[src/rtl/shift_exec_unit_pkg.sv]
// ============================================================================
//  Module      : shift_exec_unit_pkg
//  Description : Shared opcodes, FSM states and constants for the multi-pass
//                shift/rotate execute unit.
//  Revision    : 1.0  initial release
// ============================================================================
`default_nettype none

package shift_exec_unit_pkg;

  // Decode opcodes (5..7 are reserved and execute as a pass-through)
  localparam logic [2:0] OP_SLL = 3'd0;
  localparam logic [2:0] OP_SRA = 3'd1;
  localparam logic [2:0] OP_SRL = 3'd2;
  localparam logic [2:0] OP_ROL = 3'd3;
  localparam logic [2:0] OP_ROR = 3'd4;

  // Sequencer states
  typedef enum logic [2:0] {
    ST_IDLE   = 3'd0,
    ST_PASS_A = 3'd1,
    ST_PASS_B = 3'd2,
    ST_PASS_C = 3'd3,
    ST_DONE   = 3'd4
  } state_e;

  localparam logic [31:0] ALL_ONES = 32'hFFFF_FFFF;

  // Barrel shifter direction select
  localparam logic DIR_LEFT        = 1'b0;
  localparam logic DIR_ARITH_RIGHT = 1'b1;

  // (32 - m) evaluated in 6 bits and truncated; for m = 0 this yields 0,
  // which is also (32 - 0) mod 32, so it doubles as the ROR amount remap.
  function automatic logic [4:0] comp_amount(input logic [4:0] m);
    return 5'(6'd32 - {1'b0, m});
  endfunction

endpackage

`default_nettype wire

[src/rtl/shift_exec_unit_barrelshift.sv]
// ============================================================================
//  Module      : barrelshift
//  Description : Combinational 32-bit barrel shifter. dir = 0 shifts left
//                logically, dir = 1 shifts right arithmetically.
//  Revision    : 1.0  initial release
// ============================================================================
`default_nettype none

module barrelshift (
  input  logic [31:0] operand,
  input  logic [4:0]  amount,
  input  logic        dir,
  output logic [31:0] result
);

  // Single shifter; direction selects between the two native shift kinds
  always_comb begin
    if (dir) begin
      result = $unsigned($signed(operand) >>> amount);
    end else begin
      result = operand << amount;
    end
  end

endmodule

`default_nettype wire

[src/rtl/shift_exec_unit.sv]
// ============================================================================
//  Module      : shift_exec_unit
//  Description : Execute-stage shift/rotate unit. Builds SRL, ROL and ROR out
//                of 1-3 passes through one shared left/arith-right shifter.
//  Revision    : 1.0  initial release
// ============================================================================
`default_nettype none

module shift_exec_unit
  import shift_exec_unit_pkg::*;
#(
  parameter int WIDTH   = 32,
  parameter int SHAMT_W = 5
) (
  input  logic               clock,
  input  logic               reset_n,
  input  logic               in_valid,
  output logic               in_ready,
  input  logic [2:0]         in_op,
  input  logic [WIDTH-1:0]   in_data,
  input  logic [SHAMT_W-1:0] in_shamt,
  output logic               out_valid,
  input  logic               out_ready,
  output logic [WIDTH-1:0]   out_data
);

  state_e             state_q,     state_d;
  logic [2:0]         op_q,        op_d;        // executed op: SLL/SRA/SRL/ROL
  logic [WIDTH-1:0]   x_q,         x_d;
  logic [SHAMT_W-1:0] m_q,         m_d;
  logic [WIDTH-1:0]   l_q,         l_d;         // ROL left part
  logic [WIDTH-1:0]   r_q,         r_d;         // right-shifted part
  logic [WIDTH-1:0]   out_data_q,  out_data_d;
  logic               out_valid_q, out_valid_d;

  logic [WIDTH-1:0]   sh_operand;
  logic [SHAMT_W-1:0] sh_amount;
  logic               sh_dir;
  logic [WIDTH-1:0]   sh_result;
  logic [SHAMT_W-1:0] m_comp;
  logic               accept;

  assign in_ready  = (state_q == ST_IDLE) && reset_n;
  assign accept    = in_valid && in_ready;
  assign out_valid = out_valid_q;
  assign out_data  = out_data_q;
  assign m_comp    = comp_amount(m_q);

  barrelshift u_barrelshift (
    .operand (sh_operand),
    .amount  (sh_amount),
    .dir     (sh_dir),
    .result  (sh_result)
  );

  // Route the shared shifter's inputs according to the current pass
  always_comb begin
    sh_operand = x_q;
    sh_amount  = m_q;
    sh_dir     = DIR_LEFT;
    case (state_q)
      ST_PASS_A: begin
        sh_dir = ((op_q == OP_SRA) || (op_q == OP_SRL)) ? DIR_ARITH_RIGHT : DIR_LEFT;
      end
      ST_PASS_B: begin
        sh_amount = m_comp;
        if (op_q == OP_SRL) begin
          // Mask of the top m bits that sign extension may have polluted
          sh_operand = ALL_ONES;
        end else begin
          // ROL: bits wrapping around from the top
          sh_dir = DIR_ARITH_RIGHT;
        end
      end
      ST_PASS_C: begin
        // Mask of the upper 32-m bits, cleared out of the arith-right part
        sh_operand = ALL_ONES;
      end
      default: ;
    endcase
  end

  // Next-state, operand capture, pass register and result combine logic
  always_comb begin
    state_d     = state_q;
    op_d        = op_q;
    x_d         = x_q;
    m_d         = m_q;
    l_d         = l_q;
    r_d         = r_q;
    out_data_d  = out_data_q;
    out_valid_d = out_valid_q;
    case (state_q)
      ST_IDLE: begin
        if (accept) begin
          x_d     = in_data;
          state_d = ST_PASS_A;
          if ((in_op > OP_ROR) || (in_shamt == '0)) begin
            op_d = OP_SLL;
            m_d  = '0;
          end else if (in_op == OP_ROR) begin
            op_d = OP_ROL;
            m_d  = comp_amount(in_shamt);
          end else begin
            op_d = in_op;
            m_d  = in_shamt;
          end
        end
      end
      ST_PASS_A: begin
        if (op_q == OP_SRL) begin
          r_d     = sh_result;
          state_d = ST_PASS_B;
        end else if (op_q == OP_ROL) begin
          l_d     = sh_result;
          state_d = ST_PASS_B;
        end else begin
          out_data_d  = sh_result;
          out_valid_d = 1'b1;
          state_d     = ST_DONE;
        end
      end
      ST_PASS_B: begin
        if (op_q == OP_SRL) begin
          out_data_d  = r_q & ~sh_result;
          out_valid_d = 1'b1;
          state_d     = ST_DONE;
        end else begin
          r_d     = sh_result;
          state_d = ST_PASS_C;
        end
      end
      ST_PASS_C: begin
        out_data_d  = l_q | (r_q & ~sh_result);
        out_valid_d = 1'b1;
        state_d     = ST_DONE;
      end
      ST_DONE: begin
        if (out_ready) begin
          out_data_d  = '0;
          out_valid_d = 1'b0;
          state_d     = ST_IDLE;
        end
      end
      default: begin
        state_d     = ST_IDLE;
        out_data_d  = '0;
        out_valid_d = 1'b0;
      end
    endcase
  end

  // State and datapath registers with synchronous active-low clear
  always_ff @(posedge clock) begin
    if (!reset_n) begin
      state_q     <= ST_IDLE;
      op_q        <= OP_SLL;
      x_q         <= '0;
      m_q         <= '0;
      l_q         <= '0;
      r_q         <= '0;
      out_data_q  <= '0;
      out_valid_q <= 1'b0;
    end else begin
      state_q     <= state_d;
      op_q        <= op_d;
      x_q         <= x_d;
      m_q         <= m_d;
      l_q         <= l_d;
      r_q         <= r_d;
      out_data_q  <= out_data_d;
      out_valid_q <= out_valid_d;
    end
  end

endmodule

`default_nettype wire

[config.mk]
export PLATFORM = sky130hd
export DESIGN_NAME = shift_exec_unit
export DESIGN_NICKNAME = d
export VERILOG_FILES = /design/src/rtl/shift_exec_unit_pkg.sv /design/src/rtl/shift_exec_unit_barrelshift.sv /design/src/rtl/shift_exec_unit.sv
export SDC_FILE = /design/constraint.sdc
export NUM_CORES = 1
export LEC_CHECK = 0
export ABC_AREA = 1
export CAP_MARGIN = 20
export CORE_MARGIN = 2
export CORE_UTILIZATION = 35
export CTS_CLUSTER_DIAMETER = 40
export CTS_CLUSTER_SIZE = 12
export DETAILED_ROUTE_END_ITERATION = 16
export DONT_BUFFER_PORTS = 1
export HOLD_SLACK_MARGIN = 0.02
export PLACE_DENSITY = 0.59
export SYNTH_ARGS = -nofsm -noshare
export SYNTH_HDL_FRONTEND = slang
export SYNTH_SLANG_ARGS = --single-unit
[constraint.sdc]
create_clock -name clock -period 2.85 [get_ports clock]
set_input_delay 0.855 -clock clock [delete_from_list [all_inputs] [get_ports clock]]
set_output_delay 0.855 -clock clock [all_outputs]
set_load 0.03 [all_outputs]
==> flow_summary.toml <==
[global_route]
grt_pass1_wl_um = 54090
grtUsageTotal = 0.2364
antenna_found_initial = 0
grt-ovfl-total = 0
grt_pass1_vias = 10024
grt_max_degree = 101

[route]
drt-pass1-iter-count = 6
drt_iter0_drc = 981
drc = 0
routed_via_density = 5.469
vias = 10522
drtAntennaViolNets = 0
post_drt_wl_per_cell_um = 17.30
finalWirelength_um = 33280

[sta]
final-setup-viol-count = 0
skew_ns = 0.02082
period_share = 0.9144
final_hold_viol_count = 0
fin_crit_ns = 2.606
worstMarginPinSlew_ns = 1.008
relSlewSlack = 0.3273
drv_slew = 0
finalSetupTns_ns = 0
fmax_ghz = 0.3837
grt_setup_unrepaired = "no"

[critical_path]
cp-start-kind = "flop"
worst_setup_path_end_kind = "flop"
worst-path-max-fanout = 25
arrival_ns = 2.97
ff2ff_setup_slack_ns = 0.24
r2r_start = "state_q[1]"
r2r_cells = 14
crit_type = "reg -> reg"
reg2reg_to = "out_data[5]"
critPathRequiredTime_ns = 3.21

[die]
die-width_um = 170.2
core_sq_um = 27030
ios = 78
start_util = 0.3576
rows = 60
die_h_um = 170.2
dieArea_sq_um = 28960

[yosys]
async_flop_share = 0
syn_area_sq_um = 9664
synthCells = 1629
ys_types = 37
synth_seq_area_share = 0.2900
syn_nets = 1676
ys_ff_latch = 140
synth_ff_type = "dfxtp_1"
synth_edf_count = 0
avgSynthCellArea_sq_um = 5.933
ys_warn_count = 0

[finish]
antenna_cells = 0
utilization = 0.3911
areaGrowthSynthToFinish_pct = 9.361
drive_gt1_frac = 0.07138
fin_nets = 1618
num-fill-cells = 2995

[min_path]
holdCritStartpoint = "x_q[26]"
hold_depth = 2
min_path_type = "reg -> reg"
hold_end = "x_q[26]"

[clock_network]
cts_made_buffers = 17
cts.sinks = 140
cts_tree = "done"
clk-insertion-delay-late_ns = 0.44
cts-root-buf = "clkbuf_16"
cts_max_level = 4
clkTransAtPathRegs_ns = 0.07
clk_path_buf_depth = 2
post_cts_buffers = 0

[place]
hpwlAfterDp_um = 23630
port_buffers = 0
gp_congestion = 0.9884

[pwr]
leakagePower_nw = 5.363
vdd_drop_max_mv = 0.3457
powerDensity_nw_per_um2 = 585.5
finalPower_w = 0.006188

[run_status]
status = "complete, no violations"

[flow_run]
maxCapViolations = 0
## cell families (layout without fill, tap and decap cells)
| family | Yosys count | count (layout) | synth area share |
|---|---|---|---|
| flops | 140 | 140 | 0.2900 |
| simple gates | 935 | 935 | 0.4204 |
| fa+ha+maj | 3 | 3 | 0.003884 |
| mux | 1 | 1 | 0.001165 |
| compound gates | 288 | 288 | 0.1639 |
| buf+inv | 257 | 211 | 0.1126 |
| xor+xnor | 5 | 5 | 0.008028 |
## worst max-delay path by stage
stage,cells after the start,startpoint,end
after floorplan,7,reset_n,m_q[4]
after global placement,15,m_q[0],out_data[23]
after detailed placement,18,state_q[2],l_q[15]
after CTS,15,state_q[2],out_data[5]
after global routing,14,state_q[1],out_data[18]
final,14,state_q[1],out_data[5]
## state kept, by name, summed over array words and instances (netlist names)
register	cells
out_data	32
r_q	32
op_q	3
out_valid	1
m_q	5
l_q	32
x_q	32
state_q	3
## metal layers
metal	GRT usage	share of wire
met2	0.3887	0.47
met4	0.09513	0.032
met1	0.3123	0.45
met5	0	0
met3	0.03233	0.053
## where the power goes
| part | switching, W | internal [W] |
|---|---|---|
| combinational | 0.00119 | 0.000481 |
| clock | 0.000942 | 0.00123 |
| sequential | 0.000240 | 0.00210 |
| total | 0.00237 | 0.00381 |
## cells in the final DEF, fill, tap and decap left out, types with 2 or more instances in the layout
| cell | count |
|---|---|
| o31ai_4 | 2 |
| clkinv_2 | 3 |
| nor2_2 | 2 |
| inv_2 | 23 |
| nand3_2 | 4 |
| nand2_2 | 5 |
| o21ai_1 | 9 |
| nand4_1 | 3 |
| nor2_1 | 77 |
| buf_4 | 20 |
| clkbuf_16 | 17 |
| clkinvlp_4 | 3 |
| ha_1 | 3 |
| o211ai_1 | 3 |
| o21bai_1 | 30 |
| o21ai_0 | 130 |
| buf_12 | 11 |
| xor2_4 | 3 |
| nor3_1 | 4 |
| a21oi_1 | 108 |
| nand2_4 | 2 |
| nand3_1 | 370 |
| inv_6 | 3 |
| inv_1 | 124 |
| nand2_1 | 463 |
| xor2_1 | 2 |
| dfxtp_1 | 139 |
## stage by stage
| step | instances | instance area (sq um) | setup slack, ns | hold WS, ns |
|---|---|---|---|---|
| final | 1924 | 10570 | 0.2440 | 0.4534 |
| after global placement | 1892 | 9976 | 0.2925 | 0.4385 |
| after global routing | 1924 | 10570 | 0.03254 | 0.4752 |
| after CTS | 1923 | 10530 | 0.2626 | 0.4580 |
| after floorplan | 1629 | 9669 | 0.2514 | 0.4297 |
| after detailed placement | 1892 | 9976 | 0.2765 | 0.4474 |
## what timing repair did
item                                    4_1_cts  5_1_grt
resized for setup                             0        3
hold endpoints to repair                      0        0
hold buffers                                  0        0
endpoints found under the setup margin        0        8
## layout make-up
type | instances | area (sq um) | share of cell area
timing repair buffer | 32 | 397.9 | 0.03765
multi-input combinational | 1232 | 5826 | 0.5512
clock buffer | 19 | 442.9 | 0.04191
tap | 341 | 426.7 | 0.04037
sequential | 140 | 2804 | 0.2653
clock inverter | 12 | 113.9 | 0.01077
inverter | 148 | 558.0 | 0.05280
## worst max-delay path, stage by stage, from the launching register on
cell and delay, ns:
dfxtp_1 0.45, nand2_4 0.12, nor2_8 0.17, nand2_2 0.11, xor2_4 0.17, inv_2 0.27
buf_12 0.21, nand3_1 0.13, nand3_1 0.15, nand2_1 0.10, nand2_1 0.08, nand3_1 0.16
nand2_1 0.18, a21oi_1 0.08, a21oi_1 0.15
## Yosys cell counts, types with 2 or more instances
cell type,instances,area (sq um)
a21oi_1,109,545.5
dfxtp_1,140,2803
o21ai_1,9,45.04
o31ai_4,2,42.54
o211ai_1,3,22.52
buf_1,4,15.01
o21bai_1,30,225.2
nand4_1,3,18.77
xor2_2,2,32.53
clkbuf_1,57,214.0
nor2_1,79,296.5
buf_4,12,90.09
nand3_1,370,1852
nand3_2,4,40.04
inv_1,124,465.5
nor3_1,5,25.02
buf_6,5,56.30
ha_1,3,37.54
xor2_1,2,17.52
nand2_2,4,25.02
o21ai_0,130,650.6
inv_2,23,86.33
nand2_1,465,1745
buf_2,31,155.2
No activity file was read; power rests on OpenSTA's default activity.
